===== src/rtl/ahb_decoder_mux_pkg.sv =====
// AHB-lite decoder/mux shared definitions.
// HTRANS/HRESP codes and default-slave state encodings.
package ahb_decoder_mux_pkg;

  localparam logic [1:0] HTRANS_IDLE   = 2'b00;
  localparam logic [1:0] HTRANS_BUSY   = 2'b01;
  localparam logic [1:0] HTRANS_NONSEQ = 2'b10;
  localparam logic [1:0] HTRANS_SEQ    = 2'b11;

  localparam logic [1:0] HRESP_OKAY  = 2'b00;
  localparam logic [1:0] HRESP_ERROR = 2'b01;

  typedef enum logic [1:0] {
    DS_IDLE = 2'd0,
    DS_ERR1 = 2'd1,
    DS_ERR2 = 2'd2
  } ds_state_t;

  function automatic logic is_active(
    input logic [1:0] htrans
  );
    return (htrans == HTRANS_NONSEQ) ||
           (htrans == HTRANS_SEQ);
  endfunction

endpackage


===== src/rtl/ahb_default_slave.sv =====
// AHB default slave: two-cycle ERROR for unmapped active transfers.
// Ports: HCLK, HRESETn, sel, HTRANS, HADDR -> HREADYOUT, HRESP, err_cnt, err_addr.
module ahb_default_slave
  import ahb_decoder_mux_pkg::*;
#(
  parameter int ADDR_W   = 32,
  parameter int ERRCNT_W = 16
) (
  input  logic                HCLK,
  input  logic                HRESETn,
  input  logic                sel,
  input  logic [1:0]          HTRANS,
  input  logic [ADDR_W-1:0]   HADDR,
  output logic                HREADYOUT,
  output logic [1:0]          HRESP,
  output logic [ERRCNT_W-1:0] err_cnt,
  output logic [ADDR_W-1:0]   err_addr
);

  ds_state_t             r_state;
  ds_state_t             w_next;
  logic                  w_qual;
  logic                  w_enter;
  logic [ERRCNT_W-1:0]   r_err_cnt;
  logic [ADDR_W-1:0]     r_err_addr;

  // sel already carries miss & HREADY
  assign w_qual = sel && is_active(HTRANS);

  always_comb begin
    w_next    = r_state;
    HREADYOUT = 1'b1;
    HRESP     = HRESP_OKAY;
    case (r_state)
      DS_IDLE: begin
        if (w_qual) w_next = DS_ERR1;
      end
      DS_ERR1: begin
        HREADYOUT = 1'b0;
        HRESP     = HRESP_ERROR;
        w_next    = DS_ERR2;
      end
      DS_ERR2: begin
        HRESP  = HRESP_ERROR;
        w_next = w_qual ? DS_ERR1 : DS_IDLE;
      end
      default: w_next = DS_IDLE;
    endcase
  end

  // ERR1 never loops to itself, so this is exactly an entry
  assign w_enter = (w_next == DS_ERR1);

  always_ff @(posedge HCLK or negedge HRESETn) begin
    if (!HRESETn) begin
      r_state    <= DS_IDLE;
      r_err_cnt  <= '0;
      r_err_addr <= '0;
    end else begin
      r_state <= w_next;
      if (w_enter) begin
        r_err_addr <= HADDR;
        if (r_err_cnt != '1)
          r_err_cnt <= r_err_cnt + 1'b1;
      end
    end
  end

  assign err_cnt  = r_err_cnt;
  assign err_addr = r_err_addr;

endmodule


===== src/rtl/ahb_decoder_mux.sv =====
// AHB-lite address decoder and slave response multiplexer.
// Ports: master addr/trans in, muxed resp out; per-slave HSEL out, slave resp in; debug err_cnt/err_addr.
module ahb_decoder_mux
  import ahb_decoder_mux_pkg::*;
#(
  parameter int NUM_SLV  = 2,
  parameter int ADDR_W   = 32,
  parameter int DATA_W   = 32,
  parameter logic [NUM_SLV*ADDR_W-1:0] SLV_BASE =
    {32'h1000_0000, 32'h0000_0000},
  parameter logic [NUM_SLV*ADDR_W-1:0] SLV_MASK =
    {32'hF000_0000, 32'hF000_0000},
  parameter int ERRCNT_W = 16
) (
  input  logic                      HCLK,
  input  logic                      HRESETn,
  input  logic [ADDR_W-1:0]         m_HADDR,
  input  logic [1:0]                m_HTRANS,
  output logic [DATA_W-1:0]         m_HRDATA,
  output logic [1:0]                m_HRESP,
  output logic                      m_HREADY,
  output logic [NUM_SLV-1:0]        s_HSEL,
  input  logic [NUM_SLV*DATA_W-1:0] s_HRDATA,
  input  logic [NUM_SLV*2-1:0]      s_HRESP,
  input  logic [NUM_SLV-1:0]        s_HREADYOUT,
  output logic [ERRCNT_W-1:0]       err_cnt,
  output logic [ADDR_W-1:0]         err_addr
);

  localparam logic [NUM_SLV:0] DSEL_RST =
    {1'b1, {NUM_SLV{1'b0}}};

  logic [NUM_SLV-1:0] w_raw;
  logic [NUM_SLV-1:0] w_hit;
  logic               w_found;
  logic               w_miss;
  logic [NUM_SLV:0]   r_dsel;
  logic               w_ds_ready;
  logic [1:0]         w_ds_resp;

  for (genvar gi = 0; gi < NUM_SLV; gi++) begin : g_dec
    assign w_raw[gi] =
      (m_HADDR & SLV_MASK[gi*ADDR_W +: ADDR_W]) ==
      SLV_BASE[gi*ADDR_W +: ADDR_W];
  end

  // lowest index wins on overlapping windows
  always_comb begin
    w_hit   = '0;
    w_found = 1'b0;
    for (int i = 0; i < NUM_SLV; i++) begin
      if (w_raw[i] && !w_found) begin
        w_hit[i] = 1'b1;
        w_found  = 1'b1;
      end
    end
  end

  assign w_miss = ~|w_raw;
  assign s_HSEL = w_hit;

  always_ff @(posedge HCLK or negedge HRESETn) begin
    if (!HRESETn)
      r_dsel <= DSEL_RST;
    else if (m_HREADY)
      r_dsel <= {w_miss, w_hit};
  end

  ahb_default_slave #(
    .ADDR_W   (ADDR_W),
    .ERRCNT_W (ERRCNT_W)
  ) u_dflt (
    .HCLK      (HCLK),
    .HRESETn   (HRESETn),
    .sel       (w_miss & m_HREADY),
    .HTRANS    (m_HTRANS),
    .HADDR     (m_HADDR),
    .HREADYOUT (w_ds_ready),
    .HRESP     (w_ds_resp),
    .err_cnt   (err_cnt),
    .err_addr  (err_addr)
  );

  // dsel is one-hot; default slave is the fallback
  always_comb begin
    m_HRDATA = '0;
    m_HRESP  = w_ds_resp;
    m_HREADY = w_ds_ready;
    for (int i = 0; i < NUM_SLV; i++) begin
      if (r_dsel[i]) begin
        m_HRDATA = s_HRDATA[i*DATA_W +: DATA_W];
        m_HRESP  = s_HRESP[i*2 +: 2];
        m_HREADY = s_HREADYOUT[i];
      end
    end
  end

endmodule


===== config.mk =====
export PLATFORM = sky130hd
export DESIGN_NAME = ahb_decoder_mux
export DESIGN_NICKNAME = d
export VERILOG_FILES = /design/src/rtl/ahb_decoder_mux_pkg.sv /design/src/rtl/ahb_default_slave.sv /design/src/rtl/ahb_decoder_mux.sv
export SDC_FILE = /design/constraint.sdc
export NUM_CORES = 1
export LEC_CHECK = 0
export CAP_MARGIN = 10
export CELL_PAD_IN_SITES_DETAIL_PLACEMENT = 1
export CELL_PAD_IN_SITES_GLOBAL_PLACEMENT = 2
export CORE_MARGIN = 2
export CORE_UTILIZATION = 21
export CTS_CLUSTER_DIAMETER = 50
export DETAILED_ROUTE_END_ITERATION = 7
export MAX_ROUTING_LAYER = met4
export PLACE_DENSITY = 0.93
export SLEW_MARGIN = 10
export SYNTH_ARGS = -nofsm -noshare
export SYNTH_HDL_FRONTEND = slang
export SYNTH_SLANG_ARGS = --single-unit

===== constraint.sdc =====
create_clock -name HCLK -period 4.8 [get_ports HCLK]
set_clock_uncertainty 0.15 [all_clocks]
set_input_delay 1.2 -clock HCLK [delete_from_list [all_inputs] [get_ports HCLK]]
set_output_delay 1.2 -clock HCLK [all_outputs]
set_load 0.01 [all_outputs]

# --- After elaboration in Yosys (flattened, before gate mapping) ---
# Cells that the tools add are included.
word_totals:
  n_memories: 0
  wordCells: 36
  ff_bits: 52
  romBits: 0
  latchBits: 0
  output_inout_bits: 85
  input_bits: 106
  mem_bits_rw: 0
classes:
  shifts: 0
  order_cmp: 0
  muxes: 13
  n_div: 0
  add_sub_neg: 1
  n_eq_ne: 7
  multipliers: 0
  reduce_logical: 10
  n_bitwise: 1
op_table:
  columns: ["operator", "count"]
  rows:
  - ["two-way mux 32 bit", 2]
  - ["logical NOT 32 bit", 1]
  - ["adder 16 x 1 -> 16 bit, second input constant", 1]
  - ["!= test 16 bit, second input constant", 1]
  - ["two-way mux 1 bit", 7]
  - ["equality test 2 bit, second input constant", 3]
  - ["two-way mux 2 bit", 3]
  - ["case mux 2 bit (3 select lines)", 1]
  - ["equality test 2 x 1 -> 1 bit, second input constant", 2]
  - ["equality test 4 x 1 -> 1 bit, second input constant", 1]
  - ["OR reduction 2 bit", 2]
  - ["logical AND 1 bit", 2]
  - ["logical NOT 1 bit", 2]
  - ["logical NOT 2 bit", 1]
  - ["AND reduction 2 bit", 1]
  - ["AND 1 bit", 1]
  - ["logical OR 1 bit", 1]

# --- Depth between registers and ports, before layout ---
# Gate-level depths: netlist (run 1).
depth:
  word_depth: 10
  mapped_depth: 9
  ltp_nobuf: 7

# --- By module ---
# Synthesis (run 1) repeated with hierarchy kept, for this count alone.
unflattened:
  cells_unflattened: 224
  hier_area_um2: 2752.6
modules_own_cells:
  columns: ["module", "area_each_um2", "cells_each", "n_inst", "seq_area_each_um2"]
  rows:
  - ["ahb_default_slave", 2217.1, 156, 1, 1251.2]
  - ["ahb_decoder_mux", 535.5, 68, 1, 50.0]

# --- Least setup slack after synthesis (run 1) ---
# Ideal clock, no wire load.
synth_timing:
  path_type: "input to output"
  startpoint: "input port m_HADDR[28]"
  endpoint: "output port s_HSEL[0]"
  required_time_ns: 3.450
  arrival_ns: 1.693
  stages: 1
  path_buffers: 0
  slack_ns: 1.757
  cell_sequence: "nor4_1"
synth_between:
  elab_chain_len: 2
synth_lines:
  columns: ["item", "line_no", "rtl"]
  rows:
  - ["from (decl)", "ahb_decoder_mux.sv:17", "input logic [ADDR_W-1:0] m_HADDR,"]
  - ["logical NOT 32 bit", "ahb_decoder_mux.sv:43", "(m_HADDR & SLV_MASK[gi*ADDR_W +: ADDR_W]) =="]
  - ["two-way mux 1 bit", "ahb_decoder_mux.sv:52", "if (w_raw[i] && !w_found) begin"]
  - ["to (decl)", "ahb_decoder_mux.sv:22", "output logic [NUM_SLV-1:0] s_HSEL,"]
# Every way passes these cells.

# --- Worst setup path in the final report (run 1) ---
layout_timing:
  startpoint: "input port m_HADDR[29]"
  endpoint: "output port s_HSEL[1]"
layout_between:
  elab_chain_len: 5
  elab_cells_between_ends: 6
  classes_between: "1 x eq/ne; 2 x mux; 3 x reduce/logical"
layout_lines:
  columns: ["item", "line_no"]
  rows:
  - ["logical NOT 32 bit", "ahb_decoder_mux.sv:43"]
  - ["two-way mux 1 bit", "ahb_decoder_mux.sv:52"]
  - ["logical NOT 1 bit", "ahb_decoder_mux.sv:52"]
  - ["logical AND 1 bit *", "ahb_decoder_mux.sv:52"]
  - ["two-way mux 1 bit *", "ahb_decoder_mux.sv:52"]
# Mark *: on every way between the ends. The rest lies on a longest branch, timed or not.

==> impl_metrics.tcl, run 1 <==
set metrics [dict create \
    outcome "completed" \
    fin_nets 514 \
    synth_fa_ha_area_share_pct 2.35 \
    synth_area_leaders "dfrtp_1, mux2_1, a22o_1" \
    track_usage_pct 12.6 \
    clockBufferDepth 2 \
    rows 41 \
    drive_gt1_share_pct 6.19 \
    syn_nets 327 \
    hold_viol 0 \
    clock.fmax_mhz 242 \
    ctsHtreeMaxLevel 2 \
    min_period_ps 4130 \
    first_iter_violations 86 \
    synth_seq_cells 52 \
    hpwl_um 6940 \
    placed_area_um2 4760 \
    vias 2489 \
    crit_path_frequent_cell "clkdlybuf4s50_1" \
    numCtsBuffers 5 \
    grt_pass1_wl_um 12900 \
    power_leakage_uw 0.00199 \
    setup_slack_ps 674 \
    ys_warn_count 0 \
    core_area_um2 12500 \
    ios 191 \
    slowest_delay_ps 570 \
    synth_xor_area_share_pct 4.61 \
    cts_resized 0 \
    synth_compound_area_share_pct 13.1 \
    critical_path_class "primary input to output port" \
    synth-simple-area-share_pct 12.4 \
    die_height_um 117 \
    arrival_ps 2780 \
    hold_class "flop to flop" \
    cp_slowest_cell "clkdlybuf4s50_1" \
    final_common_cell "clkdlybuf4s50_1" \
    final_cell_area_um2 4910 \
    end_kind "output port" \
    rsz0062_at_grt "no" \
    maxSlewViolCount 0 \
    p_switching_uw 748 \
    multiInputGateArea_um2 1280 \
    cts_tree "yes" \
    clk_latency_ps 290 \
    drc_errors 0 \
    switching_share_pct 33.1 \
    avgSynthCellArea_um2 12.3 \
    power_uw 2260 \
    internal_power_uw 1510 \
    power_density_nw_per_um2 461 \
    ant_nets 0 \
    required_ps 3450 \
    tightest_slew_ps 732 \
    seqCellArea_um2 1300 \
    routed_wl_um 8640 \
    numPortBuffers 189 \
    clkPwrFrac_pct 16.2 \
    netlist.area_leader.share_pct 48.9 \
    finalNonFillerCells 576 \
    grt_pass1_vias 2714 \
    drt-vias-per-instance 4.32 \
    ir_drop_mv 0.182 \
    syn_area_um2 2660 \
    combPwrFrac_pct 51.6 \
    cts_setup_buffers 0 \
    clk_pin_slew_ps 70 \
    synth_top_family_by_area "multiplexers" \
    most-common-layout-cells "clkdlybuf4s50_1, dfrtp_1, a22o_1" \
    cts-root-buf "clkbuf_16" \
    initial_core_util_pct 21.3 \
    critPathLaunchType "primary input" \
    grt_remaining_overflow 0 \
    antenna_found_initial 0 \
    drtPass1Iterations 2 \
    dpl.cell_count 568 \
    cts_hold_buf 0 \
    grt_max_degree 53 \
    yosys-mux-area-fraction_pct 15.2 \
    die_area_um2 13600 \
    period_share_pct 86.0 \
    routedWlPerCell_um 15.0 \
    yosysTopAreaCell "dfrtp_1" \
    maxCapViolCount 0 \
    path_cells "clkdlybuf4s50_1 > nor3_1 > and2_1 > clkdlybuf4s50_1" \
    max_slew_margin_pct 51.2 \
    dp_slack_ps 601 \
    seq_area_frac_synth_pct 48.9 \
    fp.dieW_um 117 \
    area_delta_synth_final_pct 84.6 \
    synth_cell_types 32 \
    n_antenna_cell 0 \
    synthCells 216 \
    fillers 1419 \
    worst-path-max-fanout 3 \
    p_seq_share_pct 32.2 \
    tns_ps 0 \
    place.gp.congestion 0.718 \
    clock-sinks 52 \
    setup_viol 0 \
]
## final cells by class
type | count | share of cell area, %
Clock buffer | 7 | 2.90
Clock inverter | 1 | 0.153
Inverter | 3 | 0.229
Multi-Input combinational cell | 147 | 26.2
Sequential cell | 52 | 26.5
Tap cell | 172 | 4.38
Timing Repair Buffer | 194 | 39.7
## routing by layer
metal / track usage [%] / share of wire (%) / routed length [um] / vias to the layer above
li1: - / - / - / 1169
met1: 13.5 / 38 / 3300 / 1190
met2: 23.1 / 53 / 4560 / 122
met3: 2.54 / 7.5 / 646 / 8
met4: 4.47 / 1.4 / 125 / 0
met5: - / 0 / 0 / -
## critical path, delay by kind of cell
| family | cells | cell delay (ps) |
|---|---|---|
| AND/OR/NAND/NOR | 2 | 570 |
| buffers and inverters | 2 | 1010 |
## stage by stage
step	utilization [%]	hold WS (ps)
final	39.2	342
after detailed placement	38.0	334
after global routing	39.2	366
after floorplan	-	365
after CTS	39.2	349
after global placement	38.0	322
## sequential cells by signal (all words and copies together) (netlist names)
register,count
u_dflt.err_addr,32
u_dflt.err_cnt,16
r_dsel,2
u_dflt.r_state,2
## power by group through the flow
stage / clock network (uW) / registers [uW] / logic [uW]
final: 366 / 728 / 1170
after global routing: 394 / 757 / 1270
after CTS: 380 / 734 / 1190
after detailed placement: 0 / 742 / 1190
after global placement: 0 / 724 / 1160
after floorplan: 0 / 800 / 487
## cell families (layout without fill, tap and decap cells)
group,Yosys count,after routing
flip-flops,52,52
multiplexers,36,36
XOR/XNOR,14,14
AND/OR/NAND/NOR,51,51
adder cells (fa/ha/maj),5,5
buffers and inverters,17,205
AO/OA/AOI/OAI,41,41
## path summary, 6_finish.rpt
path / cells after the start / slack [ps] / startpoint / endpoint
setup / recovery: 4 / 670 / m_HADDR[29] / s_HSEL[1]
setup reg to reg: 5 / 2130 / r_dsel[1]$_DFFE_PN0N_ / u_dflt.err_addr[5]$_DFFE_PN0N_
hold / removal: 1 / 340 / u_dflt.err_cnt[9]$_DFFE_PN0P_ / u_dflt.err_cnt[9]$_DFFE_PN0P_
max in group asynchronous: 2 / 3170 / HRESETn / r_dsel[0]$_DFFE_PN0N_
hold reg to reg: 1 / 340 / u_dflt.err_cnt[9]$_DFFE_PN0P_ / u_dflt.err_cnt[9]$_DFFE_PN0P_
min in group asynchronous: 2 / 880 / HRESETn / u_dflt.err_addr[7]$_DFFE_PN0N_
## synth_stat cells
cell	number
dfrtp_1	52
a22o_1	33
mux2_1	31
xor2_1	14
nand2_1	10
nor3_1	10
clkbuf_1	6
nor2_1	6
ha_1	5
nand3_1	5
o21ai_0	5
mux2_2	4
nand4_1	4
and3_1	3
buf_6	3
inv_1	3
nor4_4	3
and2_1	2
buf_1	2
buf_2	2
nor2b_1	2
a22oi_1	1
a31oi_1	1
and4_1	1
buf_4	1
mux2i_1	1
nor2b_4	1
nor3_4	1
nor3b_1	1
nor4_1	1
nor4b_1	1
o31ai_4	1
(Power assumes the default switching activity.)
==> inputs of run 2 (changes only) <==
--- a/config.mk
+++ b/config.mk
@@ -8,13 +8,15 @@
 export CAP_MARGIN = 10
 export CELL_PAD_IN_SITES_DETAIL_PLACEMENT = 1
 export CELL_PAD_IN_SITES_GLOBAL_PLACEMENT = 2
+export CORE_ASPECT_RATIO = 1.25
 export CORE_MARGIN = 2
-export CORE_UTILIZATION = 21
+export CORE_UTILIZATION = 22
 export CTS_CLUSTER_DIAMETER = 50
 export DETAILED_ROUTE_END_ITERATION = 7
 export MAX_ROUTING_LAYER = met4
-export PLACE_DENSITY = 0.93
+export PLACE_DENSITY = 0.95
 export SLEW_MARGIN = 10
 export SYNTH_ARGS = -nofsm -noshare
 export SYNTH_HDL_FRONTEND = slang
+export SYNTH_HIERARCHICAL = 1
 export SYNTH_SLANG_ARGS = --single-unit
==> run 2 against run 1 <==
  * Non-clock buffer count fell by 1
  * Largest cell class unchanged
  * Via count rose by 2.1%
  * Total power fell by 0.64%
  * Largest power group unchanged
  * Sequential power rose by 1%
  * Die area fell by 1.2%
  * Critical path depth rose by 1
  * Maximum frequency fell by 3.0%
  * Highest routed layer unchanged
==> impl_metrics.tcl, run 2 <==
set metrics [dict create \
    outcome "completed" \
    ys_warn_count 6 \
    fillers 1352 \
    hold_viol 0 \
    yosysTopAreaCell "dfrtp_1" \
    cts_hold_buf 0 \
    synth_area_leaders "dfrtp_1, mux2_2, a22o_1" \
    most-common-layout-cells "clkdlybuf4s50_1, dfrtp_1, mux2_2" \
    synth_async_sr_flop_share_pct 100 \
    clock-sinks 52 \
    period_share_pct 88.6 \
    finalNonFillerCells 574 \
    vias 2541 \
    power_leakage_uw 0.00198 \
    netlist.area_leader.share_pct 47.3 \
    dp_slack_ps 521 \
    power_density_nw_per_um2 455 \
    clk_pin_slew_ps 60 \
    cts_tree "yes" \
    grt_remaining_overflow 0 \
    synth_ff_type "dfrtp_1" \
    antenna_found_initial 0 \
    fp.dieW_um 104 \
    final_util_pct 40.6 \
    numCtsBuffers 5 \
    maxCapViolCount 0 \
    tns_ps 0 \
    grt_pass1_vias 2879 \
    cts-root-buf "clkbuf_16" \
    min_period_ps 4250 \
    initial_core_util_pct 22.6 \
    drtPass1Iterations 4 \
    drc_errors 0 \
    cts_setup_buffers 0 \
    ctsHtreeMaxLevel 2 \
    drive_gt1_share_pct 14.4 \
    rows 45 \
    seq_area_frac_synth_pct 47.3 \
    syn_area_um2 2750 \
    cts_resized 0 \
    holdWs_ps 357 \
    maxSlewViolCount 0 \
    place.gp.congestion 0.777 \
    ant_nets 0 \
    synth_seq_cells 52 \
    dpl.cell_count 566 \
    largest_reg_flops 32 \
    ir_drop_mv 0.329 \
    grt_pass1_wl_um 15300 \
    grt_max_degree 42 \
    core_area_um2 12200 \
    avgSynthCellArea_um2 12.3 \
    arrival_ps 2900 \
    tightest_slew_ps 661 \
    rsz0062_at_grt "no" \
    ios 191 \
    setup_viol 0 \
    clock.fmax_mhz 235 \
    drt-vias-per-instance 4.43 \
    first_iter_violations 56 \
    required_ps 3450 \
    seqCellArea_um2 1300 \
    synthCells 224 \
    routed_wl_um 9560 \
    numPortBuffers 189 \
    area_delta_synth_final_pct 79.5 \
    syn_nets 336 \
    die_height_um 129 \
    critical_path_class "primary input to output port" \
    final_common_cell "clkdlybuf4s50_1" \
    end_kind "output port" \
    die_area_um2 13400 \
    setup_slack_ps 548 \
    synth_cell_types 40 \
    clk_latency_ps 290 \
    track_usage_pct 14.7 \
    worst-path-max-fanout 4 \
    critPathLaunchType "primary input" \
    routedWlPerCell_um 16.6 \
    synth.most_common_cell "dfrtp_1" \
    hold_class "flop to flop" \
    clockBufferDepth 2 \
    max_slew_margin_pct 55.6 \
    fin_nets 521 \
    synth_edf_count 0 \
    multiInputGateArea_um2 1340 \
    hpwl_um 7640 \
    n_antenna_cell 0 \
    ys_top_cells_by_count "dfrtp_1, mux2_2, a22o_1" \
]
-- run 2: routing by layer --
layer	track usage (%)	wire [um]	share of wire (%)
met1	14.0	3320	35
met2	27.9	5230	55
met3	5.23	802	8.4
met4	4.13	207	2.2
met5	-	0	0
-- run 2: worst paths after layout --
path                       slack, ps  depth (start not counted)                      startpoint                         endpoint
setup / recovery                 550                          5                     m_HADDR[29]                        s_HSEL[0]
hold / removal                   360                          1  u_dflt/err_addr[5]$_DFFE_PN0N_   u_dflt/err_addr[5]$_DFFE_PN0N_
setup reg to reg                1900                          8           r_dsel[1]$_DFFE_PN0P_    u_dflt/err_cnt[1]$_DFFE_PN0P_
hold reg to reg                  360                          1  u_dflt/err_addr[5]$_DFFE_PN0N_   u_dflt/err_addr[5]$_DFFE_PN0N_
max in group asynchronous       2980                          2                         HRESETn   u_dflt/err_addr[1]$_DFFE_PN0N_
min in group asynchronous        710                          1                         HRESETn  u_dflt/err_addr[22]$_DFFE_PN0N_
-- run 2: cell families after synthesis --
logic type | synth area share (%)
adder cells (fa/ha/maj) | 2.73
flip-flops | 47.3
buffers and inverters | 4.41
other | 0.136
AND/OR/NAND/NOR | 12.9
AO/OA/AOI/OAI | 11.8
multiplexers | 16.9
XOR/XNOR | 3.82
-- run 2: metrics by stage --
| stage | instance area [um^2] | power, uW |
|---|---|---|
| after floorplan | 2750 | 1300 |
| after global placement | 4790 | 1870 |
| after detailed placement | 4790 | 1920 |
| after CTS | 4940 | 2300 |
| after global routing | 4940 | 2400 |
| final | 4940 | 2250 |
-- run 2: worst max-delay path, cell delays in order --
cell and delay, ps:
clkdlybuf4s50_1 420, nor3_1 470, nand2b_1 180, inv_1 80, clkdlybuf4s50_1 550
-- run 2: final cells by class --
cell class	instances	area share, %
Clock buffer	7	2.89
Tap cell	164	4.15
Sequential cell	52	26.3
Timing Repair Buffer	193	38.8
Multi-Input combinational cell	149	27.1
Inverter	8	0.608
Clock inverter	1	0.152
-- run 2: report_power, final --
| group | switching [uW] | internal [uW] |
|---|---|---|
| sequential | 120 | 615 |
| clock | 154 | 208 |
| combinational | 453 | 698 |
| total | 727 | 1520 |
